==> config.mk <==
export PLATFORM = sky130hd
export DESIGN_NAME = key_filter_multi_flat
export DESIGN_NICKNAME = d
export VERILOG_FILES = /design/src/rtl/key_filter_multi_if.sv /design/src/rtl/key_filter_multi.sv /design/src/flat_wrapper.sv
export SDC_FILE = /design/constraint.sdc
export NUM_CORES = 1
export LEC_CHECK = 0
export BUFFER_PORTS_ARGS = -buffer_cell sky130_fd_sc_hd__buf_2
export CORE_MARGIN = 4
export CORE_UTILIZATION = 36
export DETAILED_ROUTE_END_ITERATION = 16
export PLACE_DENSITY_LB_ADDON = 0.15
export SLEW_MARGIN = 20
export SYNTH_ARGS = -nofsm -noshare
export SYNTH_HDL_FRONTEND = slang
export SYNTH_SLANG_ARGS = --single-unit
==> constraint.sdc <==
create_clock -name clk -period 3.9 [get_ports clk]
set_input_delay 0.195 -clock clk [delete_from_list [all_inputs] [get_ports clk]]
set_output_delay 0.195 -clock clk [all_outputs]
set_load 0.02 [all_outputs]
==> src/rtl/key_filter_multi_if.sv <==
// -----------------------------------------------------------------------------
// key_filter_multi_if
// Bundles the raw key inputs and the filtered key outputs of key_filter_multi.
//
// Parameters:
//   NUM_KEYS    number of key channels carried on every vector
//
// Signals:
//   btn         raw, asynchronous key levels (driven by the key side)
//   key_out     debounced level per channel, 1 = pressed
//   key_press   one-cycle pulse when a channel becomes pressed
//   key_release one-cycle pulse when a channel becomes released
//   key_repeat  one-cycle auto-repeat pulse while a channel is held
//
// Modports:
//   master      the key side / consumer: drives btn, observes the filter outputs
//   slave       the filter itself: samples btn, drives the outputs
// -----------------------------------------------------------------------------
interface key_filter_multi_if #(
  parameter int NUM_KEYS = 6
);
  logic [NUM_KEYS-1:0] btn;
  logic [NUM_KEYS-1:0] key_out;
  logic [NUM_KEYS-1:0] key_press;
  logic [NUM_KEYS-1:0] key_release;
  logic [NUM_KEYS-1:0] key_repeat;

  modport master (
    output btn,
    input  key_out,
    input  key_press,
    input  key_release,
    input  key_repeat
  );

  modport slave (
    input  btn,
    output key_out,
    output key_press,
    output key_release,
    output key_repeat
  );
endinterface

==> src/rtl/key_filter_multi.sv <==
// -----------------------------------------------------------------------------
// key_filter_multi
// Multi-channel key debouncer. Every channel synchronizes its raw key input,
// normalizes it so that 1 means pressed, and only accepts a new level after it
// has been stable for DEBOUNCE_CYCLES consecutive cycles. Accepted changes
// produce one-cycle press / release pulses. Channels are fully independent.
//
// Optional feature (macro KEY_REPEAT_EN):
//   When defined, a held key emits key_repeat pulses: the first one
//   REPEAT_DELAY cycles after key_press, then one every REPEAT_PERIOD cycles.
//   When undefined, key_repeat is tied to 0 and no repeat logic exists.
//
// Parameters:
//   NUM_KEYS         number of channels (1..32)
//   DEBOUNCE_CYCLES  stable cycles needed to accept a new level (>= 2)
//   ACTIVE_LEVEL     raw btn level meaning "pressed" (1 or 0)
//   REPEAT_DELAY     press-to-first-repeat distance in cycles (repeat only)
//   REPEAT_PERIOD    distance between later repeat pulses (repeat only)
//
// Ports:
//   clk   system clock, everything on its rising edge
//   rst   synchronous, active-high reset
//   bus   key_filter_multi_if slave modport (btn in, key_* out)
// -----------------------------------------------------------------------------
module key_filter_multi #(
  parameter int NUM_KEYS        = 6,
  parameter int DEBOUNCE_CYCLES = 1000000,
  parameter int ACTIVE_LEVEL    = 1,
  parameter int REPEAT_DELAY    = 25000000,
  parameter int REPEAT_PERIOD   = 5000000
) (
  input  logic               clk,
  input  logic               rst,
  key_filter_multi_if.slave  bus
);

  typedef enum logic {
    IDLE,
    COUNT
  } state_t;

  // Counter is just wide enough for DEBOUNCE_CYCLES-1.
  localparam int CNT_W = (DEBOUNCE_CYCLES > 2) ? $clog2(DEBOUNCE_CYCLES) : 1;
  localparam logic [CNT_W-1:0] CNT_LAST = CNT_W'(DEBOUNCE_CYCLES - 1);

  logic [NUM_KEYS-1:0] btn_norm;
  logic [NUM_KEYS-1:0] sync_meta;
  logic [NUM_KEYS-1:0] sync_lvl;
  logic [NUM_KEYS-1:0] key_lvl;
  logic [NUM_KEYS-1:0] press_pulse;
  logic [NUM_KEYS-1:0] rel_pulse;
  logic [NUM_KEYS-1:0] accept;
  logic [CNT_W-1:0]    cnt   [NUM_KEYS];
  state_t              state [NUM_KEYS];

  // Normalizing before the first flop is timing-equivalent to normalizing
  // after the synchronizer, and lets both flops reset to "released" (0)
  // regardless of the key polarity.
  assign btn_norm = (ACTIVE_LEVEL != 0) ? bus.btn : ~bus.btn;

  // A channel accepts its new level on the edge where the counter has reached
  // its last value and the synchronized level still disagrees with key_out.
  always_comb begin
    accept = '0;
    for (int i = 0; i < NUM_KEYS; i++) begin
      accept[i] = (state[i] == COUNT) && (sync_lvl[i] != key_lvl[i]) &&
                  (cnt[i] == CNT_LAST);
    end
  end

  always_ff @(posedge clk) begin
    if (rst) begin
      sync_meta   <= '0;
      sync_lvl    <= '0;
      key_lvl     <= '0;
      press_pulse <= '0;
      rel_pulse   <= '0;
      for (int i = 0; i < NUM_KEYS; i++) begin
        cnt[i]   <= '0;
        state[i] <= IDLE;
      end
    end else begin
      sync_meta   <= btn_norm;
      sync_lvl    <= sync_meta;
      press_pulse <= '0;
      rel_pulse   <= '0;
      for (int i = 0; i < NUM_KEYS; i++) begin
        case (state[i])
          IDLE: begin
            if (sync_lvl[i] != key_lvl[i]) begin
              state[i] <= COUNT;
              cnt[i]   <= '0;
            end
          end
          COUNT: begin
            if (sync_lvl[i] == key_lvl[i]) begin
              // Level bounced back before acceptance: drop the attempt.
              state[i] <= IDLE;
              cnt[i]   <= '0;
            end else if (accept[i]) begin
              // Pulses are registered on the same edge as the new level so
              // they line up with the first cycle key_out shows it.
              state[i]       <= IDLE;
              cnt[i]         <= '0;
              key_lvl[i]     <= ~key_lvl[i];
              press_pulse[i] <= ~key_lvl[i];
              rel_pulse[i]   <= key_lvl[i];
            end else begin
              cnt[i] <= cnt[i] + CNT_W'(1);
            end
          end
          default: begin
            state[i] <= IDLE;
            cnt[i]   <= '0;
          end
        endcase
      end
    end
  end

  assign bus.key_out     = key_lvl;
  assign bus.key_press   = press_pulse;
  assign bus.key_release = rel_pulse;

`ifdef KEY_REPEAT_EN
  localparam int REP_MAX = (REPEAT_DELAY > REPEAT_PERIOD) ? REPEAT_DELAY
                                                          : REPEAT_PERIOD;
  localparam int REP_W   = (REP_MAX > 2) ? $clog2(REP_MAX) : 1;
  localparam logic [REP_W-1:0] DELAY_LAST  = REP_W'(REPEAT_DELAY - 1);
  localparam logic [REP_W-1:0] PERIOD_LAST = REP_W'(REPEAT_PERIOD - 1);

  logic [REP_W-1:0]    rep_cnt [NUM_KEYS];
  logic [NUM_KEYS-1:0] rep_first;
  logic [NUM_KEYS-1:0] rep_pulse;

  // Repeat timer per channel. It only runs while the key is held and is not
  // changing on this edge, so the press edge starts it from zero and the
  // release edge kills it without a final pulse. rep_first selects the long
  // initial delay versus the shorter steady-state period.
  always_ff @(posedge clk) begin
    if (rst) begin
      rep_pulse <= '0;
      rep_first <= '1;
      for (int i = 0; i < NUM_KEYS; i++) begin
        rep_cnt[i] <= '0;
      end
    end else begin
      rep_pulse <= '0;
      for (int i = 0; i < NUM_KEYS; i++) begin
        if (accept[i] || !key_lvl[i]) begin
          rep_cnt[i]   <= '0;
          rep_first[i] <= 1'b1;
        end else if (rep_cnt[i] == (rep_first[i] ? DELAY_LAST : PERIOD_LAST)) begin
          rep_pulse[i] <= 1'b1;
          rep_cnt[i]   <= '0;
          rep_first[i] <= 1'b0;
        end else begin
          rep_cnt[i] <= rep_cnt[i] + REP_W'(1);
        end
      end
    end
  end

  assign bus.key_repeat = rep_pulse;
`else
  assign bus.key_repeat = '0;
`endif

endmodule

==> src/flat_wrapper.sv <==
// flat-port wrapper written by rule: the top's interface ports become plain ports
module key_filter_multi_flat 
#(
  parameter int NUM_KEYS        = 6,
  parameter int DEBOUNCE_CYCLES = 1000000,
  parameter int ACTIVE_LEVEL    = 1,
  parameter int REPEAT_DELAY    = 25000000,
  parameter int REPEAT_PERIOD   = 5000000
)
  (clk, rst, bus_btn, bus_key_out, bus_key_press, bus_key_release, bus_key_repeat);
  key_filter_multi_if #(.NUM_KEYS(NUM_KEYS)) bus_i ();
  input  logic clk;
  input  logic rst;
  input wire logic [$bits(bus_i.btn)-1:0] bus_btn;
  output wire logic [$bits(bus_i.key_out)-1:0] bus_key_out;
  output wire logic [$bits(bus_i.key_press)-1:0] bus_key_press;
  output wire logic [$bits(bus_i.key_release)-1:0] bus_key_release;
  output wire logic [$bits(bus_i.key_repeat)-1:0] bus_key_repeat;
  assign bus_i.btn = bus_btn;
  assign bus_key_out = bus_i.key_out;
  assign bus_key_press = bus_i.key_press;
  assign bus_key_release = bus_i.key_release;
  assign bus_key_repeat = bus_i.key_repeat;
  key_filter_multi #(.NUM_KEYS(NUM_KEYS), .DEBOUNCE_CYCLES(DEBOUNCE_CYCLES), .ACTIVE_LEVEL(ACTIVE_LEVEL), .REPEAT_DELAY(REPEAT_DELAY), .REPEAT_PERIOD(REPEAT_PERIOD)) u_core (.clk(clk), .rst(rst), .bus(bus_i));
endmodule
After elaboration in Yosys (flattened, before gate mapping)
Memories as Yosys holds them, arrays and structs flattened.
Index checks and enable logic that the tools add are counted.

word-level totals
  memories kept = 2
  flip-flop bits (word level) = 30
  RAM bits = 126
  memory bits (read-only) = 0
  bits in latches = 0
  logic and storage cells = 288
  input bits = 8

memory list
  name          words  bits a word  read ports  clocked after Yosys merged registers in  write ports  RTL line                RTL
  u_core.cnt    6      20           6           0                                        6            key_filter_multi.sv:53  logic [CNT_W-1:0] cnt [NUM_KEYS];
  u_core.state  6      1            6           0                                        6            key_filter_multi.sv:54  state_t state [NUM_KEYS];

cells by class
  bitwise gates (word level) = 66
  div/mod/pow operators = 0
  $lt $le $gt $ge = 0
  equality and inequality tests = 18
  add/sub/neg operators = 6
  multiply operators = 0
  shifts and indexed selects = 0
  reductions and logical operators = 24
  mux-type cells = 152

operators by type and width
  operator                                       number
  2-to-1 mux 20 bit                              24
  2-to-1 mux 1 bit                               128
  adder 20 x 1 -> 20 bit, second input constant  6
  == test 20 bit, second input constant          6
  OR 1 bit                                       42
  inverter 1 bit                                 24
  OR reduction 4 bit                             6
  AND reduction 3 bit                            6
  logical AND 1 bit                              12
  == test 1 bit                                  6
  != test 1 bit                                  6

Longest topological paths before layout
Gate-level depths: netlist of run 1.

  depth in word-level cells = 10
  depth in mapped cells = 7

Least setup slack after synthesis of run 1
OpenSTA, ideal clock, no wires.

  path type = flip-flop to flip-flop
  start = memory u_core.cnt[0][12] (netlist name)
  end = memory u_core.state[0][0] (netlist name) (enable)
  slack = 1,664 ps
  arrival time = 1,942 ps
  library setup time = 294 ps
  data required time = 3,606 ps
  cell stages (with the launch flop) = 6
  cell sequence = edfxtp_1 > or4_1 > or4_4 > o21ai_1 > buf_2 > and2_1

RTL lines
  element          RTL line
  start, declared  key_filter_multi.sv:53
  end, declared    key_filter_multi.sv:54

==> results.cfg, run 1 <==
[logic_synthesis]
syn_inst = 764
ys_ff_latch = 156
synth-edff-count = 126
yosys_warnings = 0
synth.cell_area_um2 = 8010
syn_area_per_cell_um2 = 10.5
yosysTopAreaCellShare = 0.473
yosysMostFrequentCell = edfxtp_1
yosysSeqAreaShare = 0.548
synth_top_area_cell = edfxtp_1
synth_commonest_cells = edfxtp_1 (126), nor2_1 (99), nand3_1 (53)
ys_types = 52
async_flop_share = 0
ys_top_cells_by_area = edfxtp_1 (47%), dfxtp_1 (7.5%), xnor2_1 (4.8%)
ys.flop_type = edfxtp_1

[setup_path]
start_kind = flop
timing.rr.start = u_core.cnt[0][12]
crit_type = flop to flop
cp-endpoint = u_core.cnt[0][17]
worstReg2RegEnd = u_core.cnt[0][17]
crit_path_end_kind = flop
crit_fanout = 12
crit_start = u_core.cnt[0][12]
reg2reg_depth = 5
rrSetupSlack_ns = 1.18
crit_arrival_ns = 2.89
worst_ep_required_time_ns = 4.07

[cells_and_area]
fin_cells = 1082
final_util = 0.414
design_area_um2 = 9040
final_nets = 803
diodes = 0
drive_gt1_frac = 0.0998
area_growth_pct = 12.9

[floorplan]
die_w_um = 157
pin_count = 32
die_area_um2 = 24700
initial_utilization = 0.367
fp.dieH_um = 157
rows = 54
core_um2 = 21800

[detailed_routing]
ant_nets = 0
wl_per_cell_um = 14.7
drtIter0Drc = 418
routed_wl_um = 15900
post-route-drc-count = 0
via_per_inst = 5.30
drtPass1Iterations = 4
vias = 5738

[clock_tree]
cts_resized = 0
clk_latency_ns = 0.42
clock_path_buffers = 2
cts_num_sinks = 156
clk_pin_slew_ns = 0.06
post-cts-setup-buffer-count = 0
root_buffer = clkbuf_16
cts_tree = yes
h-tree-depth = 4
cts_inserted_buffers = 17

[status]
status = finished clean

[global_route]
grt_pass1_vias = 5421
grt.busiest_layer = met2
grt_usage = 0.130
grt_max_degree = 38
gr-usage-met1 = 0.173
grt_use_met2 = 0.212
grt_pass1_wl_um = 26300
use_met3 = 0.0289
antenna_found_initial = 0
grt-ovfl-total = 0

[place]
dp_cells = 1047
gp_congestion = 0.783
postPlaceCellArea_um2 = 8380
dp_hpwl_um = 10700
io_buffers = 25

[sta]
rsz0062_at_grt = no
finalSetupTns_ns = 0
fin_skew_ns = 0.0136
relSlewSlack = 0.305
tightest_slew_ns = 1.04
hold_viol = 0
slew_violations = 0
min_period_ns = 2.72
setup_viol = 0
fmax_mhz = 367
fin_crit_sh = 0.698

[hold_path]
worstHoldPathType = input port to flop

[job]
drv_cap = 0

[pwr]
power.leakage_nw = 2.96
power.density_nw_per_um2 = 440
vdd.ir_drop.worst_mv = 0.262
[worst max-delay path: stages (launching register included)]
cell	delay, ns
edfxtp_1	0.46
or4_1	0.56
or4_4	0.56
o21ai_1	0.53
buf_4	0.30
a21oi_1	0.06
[per-stage QoR]
step                worst slack, ns  total power [W]  hold slack (ns)
detailed placement             1.17          0.00224            0.432
finish                         1.18          0.00398          0.00948
global route                   1.04          0.00413           0.0293
CTS                            1.17          0.00403          0.00451
floorplan                      1.66          0.00217            0.323
global placement               1.24          0.00223            0.423
[cell usage in the layout (no fill, tap or decap), types with 17 or more instances in the layout]
cell and count:
edfxtp_1 126, nor2_1 99, nand3_1 53, xnor2_1 44, nand2_1 41, a21oi_1 38, xor2_1 35, dfxtp_1 30
or3_1 26, nand4_1 25, buf_2 25, inv_1 23, or4_1 21, o21ai_0 21, and3_1 17, clkbuf_16 17
[timing repair]
action,CTS,global route
endpoints found under the hold margin,2,1
hold buffers,2,1
endpoints found under the setup margin,0,0
[layout make-up]
type	count	area [um2]
Clock inverter	14	191
Fill cell	2058	12800
Tap cell	280	350
Sequential cell	156	4380
Timing Repair Buffer	34	200
Clock buffer	18	439
Multi-Input combinational cell	557	3390
Inverter	23	86.3
[logic make-up after synthesis]
family	count (synthesis)	share of synthesized area
xor gates and xnor gates	79	0.0864
AOI/OAI and AO/OA	86	0.0634
DFF	156	0.548
adders and majority gates	6	0.00937
and+or+nand+nor	377	0.257
other	1	0.000468
buffers and inverters	56	0.0320
muxes	3	0.00406
[per-layer routing]
layer | vias up | part of all wire
li1 | 2863 | -
met1 | 2774 | 0.49
met2 | 82 | 0.46
met3 | 19 | 0.029
met4 | 0 | 0.014
met5 | - | 0
[flip-flops by register name, summed over array words and instances (netlist names)]
name / flops
u_core.cnt: 120
u_core.bus.key_release: 6
u_core.sync_meta: 6
u_core.bus.key_press: 6
u_core.bus.key_out: 6
u_core.state: 6
u_core.sync_lvl: 6
[report_power, final]
group / internal (W) / leakage, nW / switching, W
clock network: 0.00109 / 0.310 / 0.000679
registers: 0.00191 / 1.61 / 0.000104
logic: 0.0000755 / 1.03 / 0.000119
total: 0.00308 / 2.96 / 0.000901
[how the worst min path moves through the flow]
| stage | start | endpoint | slack [ns] | cells past startpoint |
|---|---|---|---|---|
| floorplan | bus_btn[0] | u_core.sync_meta[0] | 0.32 | 1 |
| global placement | u_core.sync_meta[5] | u_core.sync_lvl[5] | 0.42 | 1 |
| detailed placement | u_core.sync_meta[5] | u_core.sync_lvl[5] | 0.43 | 1 |
| CTS | bus_btn[2] | u_core.sync_meta[2] | 0.005 | 2 |
| global route | bus_btn[3] | u_core.sync_meta[3] | 0.03 | 2 |
| finish | bus_btn[0] | u_core.sync_meta[0] | 0.009 | 2 |
Note: power is estimated with default switching activity, not from simulation.
==> inputs of run 2 (changes only) <==
==> constraint.sdc (replaced) <==
create_clock -name clk -period 2.8 [get_ports clk]
set_input_delay 0.14 -clock clk [delete_from_list [all_inputs] [get_ports clk]]
set_output_delay 0.14 -clock clk [all_outputs]
set_load 0.02 [all_outputs]
==> results.cfg, run 2 (synthesis results as in run 1) <==
[status]
status = finished clean

[cells_and_area]
area_growth_pct = 14.6
regMostFlops = u_core.cnt
final_nets = 815
drive_gt1_frac = 0.109
diodes = 0
nFillCells = 2115
design_area_um2 = 9170
largest_register_ffs = 120
final_cell_mix = edfxtp_1 (126), nor2_1 (99), nand3_1 (53), xnor2_1 (44), nand2_1 (41)
layout.cells.most_common = edfxtp_1

[sta]
min_period_ns = 2.33
relSlewSlack = 0.435
tightest_slew_ns = 0.846
fin_crit_sh = 0.831
setup_viol = 0
finalSetupTns_ns = 0
fmax_mhz = 430
slew_violations = 0
fin_skew_ns = 0.00883
hold_viol = 0
rsz0062_at_grt = no

[place]
gp_congestion = 0.785
dp_hpwl_um = 10900
io_buffers = 25
postPlaceCellArea_um2 = 8440

[clock_tree]
h-tree-depth = 4
cts_tree = yes
clk_pin_slew_ns = 0.06
root_buffer = clkbuf_16
cts_resized = 0
clk_latency_ns = 0.42
post-cts-setup-buffer-count = 0
cts_inserted_buffers = 17
clock_path_buffers = 2
cts_num_sinks = 156

[pwr]
power.leakage_nw = 3.02
power.density_nw_per_um2 = 617
vdd.ir_drop.worst_mv = 0.285

[detailed_routing]
vias = 5728
post-route-drc-count = 0
drtPass1Iterations = 5
routed_wl_um = 15900
ant_nets = 0
drtIter0Drc = 290
wl_per_cell_um = 14.5
via_per_inst = 5.24

[floorplan]
core_um2 = 21800
fp.dieH_um = 157
pin_count = 32
initial_utilization = 0.367
die_area_um2 = 24700
rows = 54
die_w_um = 157

[global_route]
grt_pass1_wl_um = 27100
grt-ovfl-total = 0
grt_usage = 0.134
grt_max_degree = 23
antenna_found_initial = 0
grt_pass1_vias = 5578

[setup_path]
crit_start = u_core.cnt[0][12]
crit_arrival_ns = 2.47
crit_fanout = 7
start_kind = flop
worst_ep_required_time_ns = 2.94
timing.rr.start = u_core.cnt[0][12]
crit_path_end_kind = flop
crit_type = flop to flop

[hold_path]
worstHoldPathType = input port to flop
min_from = rst

[job]
drv_cap = 0
-- run 2: cell types whose count changed in the layout (fill, tap and decap cells not counted) --
cell,delta
clkinv_2,-2
clkinvlp_4,+1
buf_4,+9
clkbuf_16,+2
inv_6,-1
dlygate4sd3_1,+3
-- run 2: final timing paths --
check | end | slack, ns | depth (start not counted)
min reg2reg | u_core.sync_lvl[5] | 0.44 | 1
max reg2reg | u_core.state[0][0] | 0.47 | 5
min | u_core.sync_meta[1] | 0.18 | 2
max | u_core.state[0][0] | 0.47 | 5
-- run 2: power breakdown --
group	internal [W]	total, W	leakage, nW	switching [W]
combinational	0.000116	0.000284	1.09	0.000168
clock	0.00163	0.00258	0.323	0.000951
sequential	0.00266	0.00280	1.61	0.000143
-- run 2: critical path: stages, from the launching register on --
cell and delay (ns):
edfxtp_1 0.45, or4_1 0.55, or4_4 0.56, o21ai_1 0.19, buf_4 0.18, and2_1 0.13
-- run 2: through the flow --
stage / worst slack, ns / std cells / total power, W / hold slack, ns / util
global placement: 0.497 / 1056 / 0.00311 / 0.366 / 0.387
finish: 0.474 / 1094 / 0.00566 / 0.179 / 0.420
floorplan: 0.564 / 769 / 0.00303 / 0.268 / -
global route: 0.304 / 1094 / 0.00587 / 0.197 / 0.420
CTS: 0.470 / 1094 / 0.00573 / 0.162 / 0.420
detailed placement: 0.489 / 1056 / 0.00313 / 0.354 / 0.387
-- run 2: what timing repair did --
action	CTS	global route
setup endpoints to repair	0	0
hold endpoints to repair	6	0
hold buffers	6	0
-- run 2: cell type report --
| type | count | area (um2) | share of cell area |
|---|---|---|---|
| flip-flops and latches | 156 | 4380 | 0.478 |
| multi-input cells | 557 | 3390 | 0.369 |
| clock buffers | 20 | 489 | 0.0533 |
| well taps | 280 | 350 | 0.0382 |
| repair buffers | 46 | 298 | 0.0325 |
| clock inverters | 12 | 180 | 0.0196 |
| inverters | 23 | 86.3 | 0.00941 |
-- run 2: per-layer routing --
metal / global-route usage / up-vias / part of all wire
met3: 0.0247 / 11 / 0.025
li1: - / 2881 / -
met5: 0 / - / 0
met2: 0.222 / 65 / 0.49
met4: 0.0479 / 0 / 0.011
met1: 0.175 / 2771 / 0.48
